[src/rtl/tilemap_pkg.sv]
// Shared constants, request type and address decoder for the tilemap dirty-tile encoder.
package tilemap_pkg;

   localparam logic [9:0] TOP_OFFSET    = 10'h3C2;
   localparam logic [9:0] BOTTOM_OFFSET = 10'h002;
   localparam logic [9:0] MID_OFFSET    = 10'h040;
   localparam logic [9:0] MID_LAST      = 10'h3BF;
   localparam int         TOTAL_ROWS    = 36;
   localparam int         TOTAL_COLS    = 28;

   localparam logic [9:0] COL_MAX10 = 10'(TOTAL_COLS - 1);
   localparam logic [5:0] ROW_LAST  = 6'(TOTAL_ROWS - 1);
   localparam logic [4:0] COL_LAST  = 5'(TOTAL_COLS - 1);

   // Border bands: the two top rows and the two bottom rows, each 28 words long.
   localparam logic [9:0] EDGE_BASE [4] = '{TOP_OFFSET, TOP_OFFSET + 10'h020,
                                            BOTTOM_OFFSET, BOTTOM_OFFSET + 10'h020};
   localparam logic [5:0] EDGE_ROW  [4] = '{6'd0, 6'd1, 6'd34, 6'd35};

   typedef struct packed {
      logic [5:0] row;
      logic [4:0] col;
   } tile_req_t;

   typedef struct packed {
      logic      mapped;
      tile_req_t req;
   } dec_t;

   typedef enum logic {ST_IDLE = 1'b0, ST_SWEEP = 1'b1} sweep_state_t;

   function automatic dec_t decode_addr(input logic [9:0] addr);
      dec_t       d;
      logic [9:0] off;
      d   = '0;
      off = '0;
      if (addr >= MID_OFFSET && addr <= MID_LAST) begin
         // Playfield is column-major with the screen mirrored horizontally.
         off        = addr - MID_OFFSET;
         d.mapped   = 1'b1;
         d.req.row  = {1'b0, off[4:0]} + 6'd2;
         d.req.col  = 5'(COL_MAX10 - {5'b0, off[9:5]});
      end else begin
         for (int b = 0; b < 4; b++) begin
            if (addr >= EDGE_BASE[b] && addr <= EDGE_BASE[b] + COL_MAX10) begin
               off       = addr - EDGE_BASE[b];
               d.mapped  = 1'b1;
               d.req.row = EDGE_ROW[b];
               d.req.col = 5'(COL_MAX10 - off);
            end
         end
      end
      return d;
   endfunction

endpackage

[src/rtl/tilemap_req_fifo.sv]
// Show-ahead request FIFO; a push while full is accepted only if a pop frees a slot.
module tilemap_req_fifo
   import tilemap_pkg::*;
#(
   parameter int DEPTH = 8
) (
   input  logic      clk,
   input  logic      rst_l,
   input  logic      i_push,
   input  tile_req_t i_data,
   input  logic      i_pop,
   output tile_req_t o_data,
   output logic      o_full,
   output logic      o_empty
);

   localparam int AW = $clog2(DEPTH);

   logic [AW:0] r_wr_ptr;
   logic [AW:0] r_rd_ptr;
   tile_req_t   r_mem [DEPTH];
   logic        w_push_ok;
   logic        w_pop_ok;

   assign o_empty   = (r_wr_ptr == r_rd_ptr);
   assign o_full    = (r_wr_ptr[AW] != r_rd_ptr[AW]) &&
                      (r_wr_ptr[AW-1:0] == r_rd_ptr[AW-1:0]);
   assign w_pop_ok  = i_pop & ~o_empty;
   assign w_push_ok = i_push & (~o_full | w_pop_ok);
   assign o_data    = r_mem[r_rd_ptr[AW-1:0]];

   // NOTE: sequential state uses non-blocking assignments so every register samples pre-edge values.
   always_ff @(posedge clk or negedge rst_l) begin
      if (!rst_l) begin
         r_wr_ptr <= '0;
         r_rd_ptr <= '0;
      end else begin
         if (w_push_ok) r_wr_ptr <= r_wr_ptr + (AW+1)'(1);
         if (w_pop_ok)  r_rd_ptr <= r_rd_ptr + (AW+1)'(1);
      end
   end

   // NOTE: storage has no reset; the pointers alone define which entries are valid.
   always_ff @(posedge clk) begin
      if (w_push_ok) r_mem[r_wr_ptr[AW-1:0]] <= i_data;
   end

endmodule

[src/rtl/tilemap_dirty_enc.sv]
// Maps tile-RAM writes to screen tiles, queues redraw requests and runs full-screen sweeps.
module tilemap_dirty_enc
   import tilemap_pkg::*;
#(
   parameter int DEPTH = 8,
   parameter int CNT_W = 8
) (
   input  logic             clk,
   input  logic             rst_l,
   input  logic             wr_en,
   input  logic [9:0]       wr_addr,
   input  logic             refresh_req,
   input  logic             clr_status,
   output logic             out_valid,
   input  logic             out_ready,
   output logic [5:0]       out_tile_row,
   output logic [4:0]       out_tile_col,
   output logic [8:0]       out_px_row,
   output logic [9:0]       out_px_col,
   output logic             out_sweep,
   output logic             busy,
   output logic             overflow,
   output logic [CNT_W-1:0] drop_cnt
);

   dec_t         w_dec;
   logic         r_s1_valid;
   tile_req_t    r_s1_req;
   tile_req_t    w_fifo_head;
   logic         w_fifo_full;
   logic         w_fifo_empty;
   logic         w_fifo_pop;
   logic         w_ovf_ev;
   logic         w_drop_ev;
   sweep_state_t r_state, w_state_nxt;
   logic [5:0]   r_row, w_row_nxt;
   logic [4:0]   r_col, w_col_nxt;
   logic         r_pend, w_pend_nxt;
   tile_req_t    w_out;

   assign w_dec      = decode_addr(wr_addr);
   assign busy       = (r_state == ST_SWEEP);
   assign w_fifo_pop = out_ready & ~busy & ~w_fifo_empty;
   assign w_ovf_ev   = r_s1_valid & w_fifo_full & ~w_fifo_pop;
   assign w_drop_ev  = wr_en & ~w_dec.mapped;

   always_ff @(posedge clk or negedge rst_l) begin
      if (!rst_l) begin
         r_s1_valid <= 1'b0;
         r_s1_req   <= '0;
      end else begin
         r_s1_valid <= wr_en & w_dec.mapped;
         if (wr_en) r_s1_req <= w_dec.req;
      end
   end

   tilemap_req_fifo #(.DEPTH(DEPTH)) u_fifo (
      .clk     (clk),
      .rst_l   (rst_l),
      .i_push  (r_s1_valid),
      .i_data  (r_s1_req),
      .i_pop   (w_fifo_pop),
      .o_data  (w_fifo_head),
      .o_full  (w_fifo_full),
      .o_empty (w_fifo_empty)
   );

   always_ff @(posedge clk or negedge rst_l) begin
      if (!rst_l) begin
         overflow <= 1'b0;
         drop_cnt <= '0;
      end else begin
         if (w_ovf_ev)        overflow <= 1'b1;
         else if (clr_status) overflow <= 1'b0;
         if (w_drop_ev) begin
            if (clr_status)          drop_cnt <= CNT_W'(1);
            else if (drop_cnt != '1) drop_cnt <= drop_cnt + CNT_W'(1);
         end else if (clr_status) begin
            drop_cnt <= '0;
         end
      end
   end

   always_ff @(posedge clk or negedge rst_l) begin
      if (!rst_l) begin
         r_state <= ST_IDLE;
         r_row   <= '0;
         r_col   <= '0;
         r_pend  <= 1'b0;
      end else begin
         r_state <= w_state_nxt;
         r_row   <= w_row_nxt;
         r_col   <= w_col_nxt;
         r_pend  <= w_pend_nxt;
      end
   end

   // A sweep request that arrives while a FIFO entry is stalled is held until
   // the stall clears, so the presented request never changes mid-handshake.
   always_comb begin
      w_state_nxt = r_state;
      w_row_nxt   = r_row;
      w_col_nxt   = r_col;
      w_pend_nxt  = r_pend;
      case (r_state)
         ST_IDLE: begin
            if ((refresh_req | r_pend) & ~(~w_fifo_empty & ~out_ready)) begin
               w_state_nxt = ST_SWEEP;
               w_row_nxt   = '0;
               w_col_nxt   = '0;
               w_pend_nxt  = 1'b0;
            end else if (refresh_req) begin
               w_pend_nxt  = 1'b1;
            end
         end
         ST_SWEEP: begin
            if (out_ready) begin
               if (r_col == COL_LAST) begin
                  w_col_nxt = '0;
                  if (r_row == ROW_LAST) w_state_nxt = ST_IDLE;
                  else                   w_row_nxt   = r_row + 6'd1;
               end else begin
                  w_col_nxt = r_col + 5'd1;
               end
            end
         end
         default: w_state_nxt = ST_IDLE;
      endcase
   end

   always_comb begin
      w_out = '0;
      if (busy)               w_out = '{row: r_row, col: r_col};
      else if (!w_fifo_empty) w_out = w_fifo_head;
      out_valid    = busy | ~w_fifo_empty;
      out_sweep    = busy;
      out_tile_row = w_out.row;
      out_tile_col = w_out.col;
      out_px_row   = {w_out.row, 3'b000};
      out_px_col   = {2'b00, w_out.col, 3'b000};
   end

endmodule

[config.mk]
export PLATFORM = sky130hd
export DESIGN_NAME = tilemap_dirty_enc
export DESIGN_NICKNAME = d
export VERILOG_FILES = /design/src/rtl/tilemap_pkg.sv /design/src/rtl/tilemap_req_fifo.sv /design/src/rtl/tilemap_dirty_enc.sv
export SDC_FILE = /design/constraint.sdc
export NUM_CORES = 1
export LEC_CHECK = 0
export CORE_MARGIN = 2
export CORE_UTILIZATION = 55
export CTS_CLUSTER_DIAMETER = 30
export DETAILED_ROUTE_END_ITERATION = 8
export HOLD_SLACK_MARGIN = 0.12
export PLACE_DENSITY = 0.75
export SYNTH_ARGS = -nofsm -noshare
export SYNTH_HDL_FRONTEND = slang
export SYNTH_SLANG_ARGS = --single-unit
[constraint.sdc]
create_clock -name clk -period 3.5 [get_ports clk]
set_input_delay 0.7 -clock clk [delete_from_list [all_inputs] [get_ports clk]]
set_output_delay 0.7 -clock clk [all_outputs]
set_load 0.005 [all_outputs]
==> flow_summary.toml, run 1 <==
[status]
status = "complete, no violations"

[global_routing]
antenna_found_initial = 0
grt_pass1_wl_mm = 20.0
grt_max_degree = 43
grt_pass1_vias = 3896
overflow = 0
grt_usage_pct = 22.7

[synthesis]
netlist_area_mm2 = 0.00620
yosysWarnings = 0
syn_area_per_cell_um2 = 13.6
synth_flop_cell = "edfxtp_1"
ys_seq_area_share_pct = 59.6
synth_edf_count = 88
yosysTopAreaCell = "edfxtp_1"
synth_seq_cells = 130
synth_cell_type_count = 66
syn_inst = 456
synth_top_area_share_pct = 42.6
async_flop_share_pct = 32.3
synth_area_leaders = "edfxtp_1 (43%), dfrtp_1 (17%), mux4_2 (8.0%)"

[sta]
rsz0062_at_grt = "false"
fin_skew_ps = 6.00
slew_headroom_pct = 33.6
hold_viol_final = 0
max_freq_mhz = 301
setup_tns_ps = 0
worstMarginPinSlew_ps = 996
setup_viol = 0
slew_violations = 0
period_share_pct = 94.9
period_minus_slack_ps = 3320

[die]
die_x_um = 110
dieHeight_um = 110
num_rows = 38
pin_count = 58
core_mm2 = 0.0109
floorplan.initialDensity_pct = 56.7
dieArea_mm2 = 0.0121

[clock_tree]
insertion_delay_ps = 410
ctsHoldBuffers = 0
cts_setup_buffers = 0
cts_root_buffer = "clkbuf_16"
tritoncts = "built"
cts_inserted_buffers = 17
cts-resized-gates = 0
cts_buffer_depth = 2
clkTransAtPathRegs_ps = 50
cts_sinks = 130
h-tree-depth = 4

[detailed_routing]
ant_nets = 0
first_pass_iters = 5
met1_length_mm = 5.19
drc = 0
wl_met2_mm = 6.41
dr.first_iter.drc_count = 352
vias = 3928
wl_met3_um = 710
viasPerCell = 5.94
finalWirelength_mm = 12.5
routedWlPerCell_um = 19.0
highest_layer = "met4"

[setup_path]
cp_max_fo = 11
cp.required_ps = 2800
crit_type = "flip-flop to output port"
cp.arrival_ps = 2620
critPathCaptureType = "output port"
start_kind = "flip-flop"

[placement]
dp_hpwl_mm = 8.15
io_buffers = 49
dp.cells = 629
gp_congestion = 0.920

[finish]
drive_above_1_share_pct = 17.3
final_cell_mix = "edfxtp_1 (88), clkdlybuf4s50_1 (48), dfrtp_1 (42)"
layout.cells.non_filler = 661
final_common_cell = "edfxtp_1"
fin_nets = 538
syn2layout_area_growth_pct = 18.1
diodes = 0

[pwr]
power_density_mw_per_mm2 = 725
p_leak_nw = 2.69
vdd.ir_drop.worst_v = 0.000445

[hold_path]
hold_path.class = "primary input to asynchronous set/reset pin"

[job]
maxCapViolations = 0
==> worst max-delay path, stage by stage, from the launching register on <==
cell and delay (ps):
dfrtp_1 500, xor2_1 250, nor4_2 80, buf_4 150, or2_2 370, o21ai_0 290
clkdlybuf4s50_1 560
==> power breakdown <==
group	switching, mW	total [mW]	leakage, nW	internal (mW)
clock network	0.613	1.57	0.242	0.960
registers	0.183	2.12	1.33	1.94
logic	0.776	1.61	1.11	0.836
total	1.57	5.31	2.69	3.74
==> Yosys cell counts (4+ instances only) <==
cell / n
edfxtp_1: 88
clkbuf_1: 15
o21ai_0: 26
a21oi_1: 5
nand3_1: 13
buf_4: 20
mux4_2: 22
inv_1: 14
nor3_1: 12
xor2_1: 11
nand2_1: 30
buf_2: 4
nand2b_1: 4
dfrtp_1: 42
nand4_1: 5
nor4_1: 4
ha_1: 14
or3_1: 4
mux2_2: 4
nor2b_1: 7
o21a_1: 4
mux2i_1: 11
xnor2_1: 7
a31oi_1: 5
nor2_1: 28
==> cells by family after synthesis <==
family                   after synthesis  synth area share [%]
flip-flops                           130                  59.6
AND/OR/NAND/NOR                      129                  11.5
adder cells (fa/ha/maj)               14                  2.82
XOR/XNOR                              18                  2.54
other                                  1                0.0605
buffers and inverters                 57                  4.98
AO/OA/AOI/OAI                         67                  7.46
multiplexers                          40                  11.0
==> flip-flops by register name (all words and copies together) (netlist names) <==
register,flops
r_pend,1
overflow,1
r_s1_req,11
r_row,6
r_s1_valid,1
drop_cnt,8
u_fifo.r_wr_ptr,4
r_col,5
u_fifo.r_rd_ptr,4
u_fifo.r_mem,88
busy,1
==> per-stage QoR <==
| step | utilization (%) | setup WS [ps] | hold WS, ps | total power [mW] | instance area, um2 |
|---|---|---|---|---|---|
| after floorplan | - | 809 | 404 | 3.19 | 6230 |
| after global placement | 62.1 | 343 | 480 | 3.71 | 6800 |
| after detailed placement | 62.1 | 265 | 485 | 3.77 | 6800 |
| after CTS | 67.0 | 150 | 483 | 5.35 | 7320 |
| after global routing | 67.0 | 21.3 | 522 | 5.59 | 7320 |
| final | 67.0 | 180 | 458 | 5.31 | 7320 |
==> final cells by class <==
class / count / area (um2)
multi-input cells: 276 / 2230
clock inverters: 12 / 92.6
repair buffers: 69 / 648
fillers: 794 / 3610
well taps: 140 / 175
inverters: 14 / 52.6
clock buffers: 20 / 437
flip-flops and latches: 130 / 3690
==> worst paths after layout <==
kind,from,to,slack (ps),depth (start not counted)
max,u_fifo.r_wr_ptr[1]$_DFFE_PN0P_,out_tile_col[0],180,6
min,rst_l,r_col[2]$_DFFE_PN0P_,460,1
max reg2reg,u_fifo.r_wr_ptr[1]$_DFFE_PN0P_,u_fifo.r_mem[1][4]$_DFFE_PP_,1280,7
min reg2reg,u_fifo.r_wr_ptr[3]$_DFFE_PN0P_,u_fifo.r_wr_ptr[3]$_DFFE_PN0P_,490,1
max in group asynchronous,rst_l,u_fifo.r_wr_ptr[2]$_DFFE_PN0P_,2420,1
min in group clk,u_fifo.r_wr_ptr[3]$_DFFE_PN0P_,u_fifo.r_wr_ptr[3]$_DFFE_PN0P_,490,1
==> layer usage <==
| layer | up-vias | global-route usage, % |
|---|---|---|
| li1 | 1808 | - |
| met1 | 1944 | 28.2 |
| met2 | 152 | 38.5 |
| met3 | 24 | 5.76 |
| met4 | 0 | 8.48 |
| met5 | - | 0 |
(Power assumes the default switching activity.)
==> run 2: changes to the inputs <==
- CTS_BUF_LIST: default -> sky130_fd_sc_hd__clkbuf_4
==> flow_summary.toml, run 2 (synthesized netlist as in run 1, its figures left out) <==
[status]
status = "complete, no violations"

[sta]
slew_violations = 0
max_freq_mhz = 296
hold_viol_final = 0
worstMarginPinSlew_ps = 984
rsz0062_at_grt = "true"
period_minus_slack_ps = 3380
slew_headroom_pct = 34.4
fin_skew_ps = 20.9
period_share_pct = 96.6
setup_viol = 0

[pwr]
sw_frac_of_total_pct = 31.8
power_frac_comb_pct = 35.0
vdd.ir_drop.worst_v = 0.000401
p_int_mw = 3.14
power_density_mw_per_mm2 = 654
p_leak_nw = 2.56
power_switching_mw = 1.46
design_power_total_mw = 4.60
seqPwrFrac_pct = 46.0
power_frac_clock_pct = 19.0

[clock_tree]
cts_sinks = 130
tritoncts = "built"
cts_setup_buffers = 0
cts_buffer_depth = 2
cts-resized-gates = 0
clkTransAtPathRegs_ps = 110
cts_inserted_buffers = 17
h-tree-depth = 4
cts_root_buffer = "clkbuf_4"
insertion_delay_ps = 500
ctsHoldBuffers = 0

[detailed_routing]
first_pass_iters = 7
ant_nets = 0
finalWirelength_mm = 12.1
drc = 0
routedWlPerCell_um = 18.3
dr.first_iter.drc_count = 414
vias = 3883
viasPerCell = 5.87

[global_routing]
grt_pass1_wl_mm = 19.6
antenna_found_initial = 0
overflow = 0
grt_usage_pct = 22.0
grt_max_degree = 43
grt_pass1_vias = 3830

[job]
maxCapViolations = 0

[setup_path]
start_kind = "flip-flop"
critPathCaptureType = "output port"
slowest_delay_ps = 570
cp.arrival_ps = 2680
cp.required_ps = 2800
crit_type = "flip-flop to output port"
cp_max_fo = 11
crit_chain = "xor2_1 > nor4_2 > buf_4 > or2_2 > o21ai_0 > clkdlybuf4s50_1"
critPathSlowestCell = "clkdlybuf4s50_1"
r2r_setup_slack_ps = 1280

[finish]
final_cell_mix = "edfxtp_1 (88), clkdlybuf4s50_1 (48), dfrtp_1 (39)"
fin_util_pct = 64.4
layout.cells.non_filler = 661
final_common_cell = "edfxtp_1"
diodes = 0
fill_cells = 838
syn2layout_area_growth_pct = 13.5
multi_input_area_mm2 = 0.00223
fin_nets = 538
regArea_mm2 = 0.00370
design_area_mm2 = 0.00704
drive_above_1_share_pct = 18.4
largest_reg_flops = 88

[placement]
io_buffers = 49
dp.cells = 629
gp_congestion = 0.920
place_area_mm2 = 0.00680
dp_hpwl_mm = 8.15

[die]
num_rows = 38
die_x_um = 110
pin_count = 58
core_mm2 = 0.0109
floorplan.initialDensity_pct = 56.7
dieArea_mm2 = 0.0121
dieHeight_um = 110

[hold_path]
hold_path.class = "primary input to asynchronous set/reset pin"
[run 2: cell counts in the layout (fill, tap and decap cells not counted)]
No cell type changed its count.
[run 2: layout make-up]
type | instances | area share [%]
Clock inverter | 12 | 1.31
Inverter | 14 | 0.746
Tap cell | 140 | 2.49
Timing Repair Buffer | 69 | 9.20
Multi-Input combinational cell | 276 | 31.6
Clock buffer | 20 | 2.13
Sequential cell | 130 | 52.5
[run 2: worst paths after layout]
path                       cells past startpoint                            from                              to
max                                            6  u_fifo.r_wr_ptr[1]$_DFFE_PN0P_                 out_tile_col[0]
min                                            1                           rst_l            r_col[3]$_DFFE_PN0P_
max reg2reg                                    7  u_fifo.r_wr_ptr[1]$_DFFE_PN0P_    u_fifo.r_mem[1][0]$_DFFE_PP_
min reg2reg                                    1  u_fifo.r_wr_ptr[3]$_DFFE_PN0P_  u_fifo.r_wr_ptr[3]$_DFFE_PN0P_
max in group asynchronous                      1                           rst_l  u_fifo.r_wr_ptr[0]$_DFFE_PN0P_
min in group clk                               1  u_fifo.r_wr_ptr[3]$_DFFE_PN0P_  u_fifo.r_wr_ptr[3]$_DFFE_PN0P_
[run 2: power by group through the flow]
stage / logic (mW) / registers, mW / clock network (mW)
after detailed placement: 1.62 / 2.15 / 0
after floorplan: 1.12 / 2.07 / 0
final: 1.61 / 2.12 / 0.876
after CTS: 1.63 / 2.11 / 0.898
after global placement: 1.59 / 2.13 / 0
after global routing: 1.78 / 2.15 / 0.966
[run 2: routing by layer]
| layer | global-route usage [%] | wire (um) | vias up |
|---|---|---|---|
| li1 | - | - | 1803 |
| met1 | 27.7 | 5220 | 1955 |
| met2 | 38.1 | 6270 | 114 |
| met3 | 5.70 | 531 | 11 |
| met4 | 5.80 | 95 | 0 |
| met5 | 0 | 0 | - |
[run 2: stage by stage]
stage               hold slack [ps]  setup WS, ps  setup TNS [ps]
global placement                480           343               0
floorplan                       404           809               0
detailed placement              485           265               0
global route                    367         -50.2            -402
finish                          325           118               0
CTS                             345          8.96               0
[run 2: critical path: cells and delay by family (launching register included)]
kind / cells / cell delay (ps)
buf+inv: 2 / 720
flops: 1 / 480
simple gates: 2 / 450
compound gates: 1 / 310
xor+xnor: 1 / 220
==> RTL change, RTL diff (settings of run 2) <==
`CNT_W`: 8 -> 6.
--- a/src/rtl/tilemap_dirty_enc.sv
+++ b/src/rtl/tilemap_dirty_enc.sv
@@ -3,7 +3,7 @@
    import tilemap_pkg::*;
 #(
    parameter int DEPTH = 8,
-   parameter int CNT_W = 8
+   parameter int CNT_W = 6
 ) (
    input  logic             clk,
    input  logic             rst_l,
Interface: changed (resized drop_cnt); port bits go from 58 to 56. No check against the original RTL was run, so the function may have changed too.
==> RTL change against run 2 <==
Synthesized area down 2.7%; global-route usage increased by 0.22 points; final area fell by 0.73%; sequential cell count fell by 2; routed wire length shrank 0.94%; setup slack better by 0.063 ns; critical path type unchanged; critical endpoint is now out_px_col[3]; highest routed layer unchanged.
Power is not compared: it rests on default switching activity, and its combinational part moved more than twofold at a synthesized area within 25%.
==> RTL change: results (changes against run 2) <==
* R2r startpoint: busy
* N_diodes at 4 (+4)
* Final hold slack at 0.346 ns (+0.0209 ns)
* Ys async rst share at 31.3% (-1.1 points)
* Register area share after synthesis at 60.4% (+0.80 points)
* Place WS at 0.206 ns (-0.0590 ns)
* Cts repair resizes at 1 (+1)
* R2r endpoint: u_fifo.r_mem[0][7]
* ClkCell Share at 5.01% (+1.6 points)
* Worst r2r path cells at 6 (-1)
* Largest net degree at the start of global routing at 41 (-4.7%)
* Fraction of the mapped netlist area in compound gates at 7.79% (+0.33 points)
* Area contributors post-synth: edfxtp_1, dfrtp_1, mux4_2, ha_1, buf_4
* First-pass GRT wire length at 19300 um (-1.5%)
* Nets at 534 (-0.74%)
* Skew final at 0.0137 ns (-0.00727 ns)
* XOR/XNOR Fraction of Synth Area at 2.76% (+0.21 points)
* Run status: complete, no violations
* PortBufs at 47 (-4.1%)
* Repair and plain buffers at 68 (-1.4%)
* RD Place Congestion at 0.855 (-7.1%)
* WL/cell at 18.2 um (-0.94%)
* Crit path DAT at 2.62 ns (-0.06 ns)
* Fillers at 828 (-1.2%)
* Average via count per standard cell at 5.74 (-2.3%)
* Max-slew headroom at 36.4% (+2.0 points)
* DP HPWL at 8300 um (+1.9%)
* Layout cell share with drive strength beyond 1 at 16.8% (-1.6 points)
* #MultiIn Comb at 277 (+0.36%)
* R2r setup slk at 1.20 ns (-0.08 ns)
==> RTL change: changes by cell type in the layout (fill, tap and decap cells not counted), moves of 5 or more <==
cell             run 2  this run
a21oi_1              5        11
nor2_1              28        34
nor2b_1              7         1
clkinv_4             0         5
nand3_1             13        18
==> RTL change: stage by stage <==
step	cells	TNS [ns]	area (um^2)	utilization, %	power (mW)
after floorplan	458	0	6060	-	2.36
after detailed placement	625	0	6620	61.3	2.63
final	661	0	6990	64.8	3.77
after global routing	661	-0.0342	6990	64.8	3.95
after CTS	657	0	6970	64.6	3.80
after global placement	625	0	6620	61.3	2.59
==> RTL change: routing by layer <==
| layer | global-route usage, % | routed length, um | up-vias |
|---|---|---|---|
| li1 | - | - | 1789 |
| met1 | 26.9 | 5030 | 1876 |
| met2 | 38.3 | 6290 | 109 |
| met3 | 4.78 | 437 | 18 |
| met4 | 10.1 | 249 | 0 |
| met5 | 0 | 0 | - |
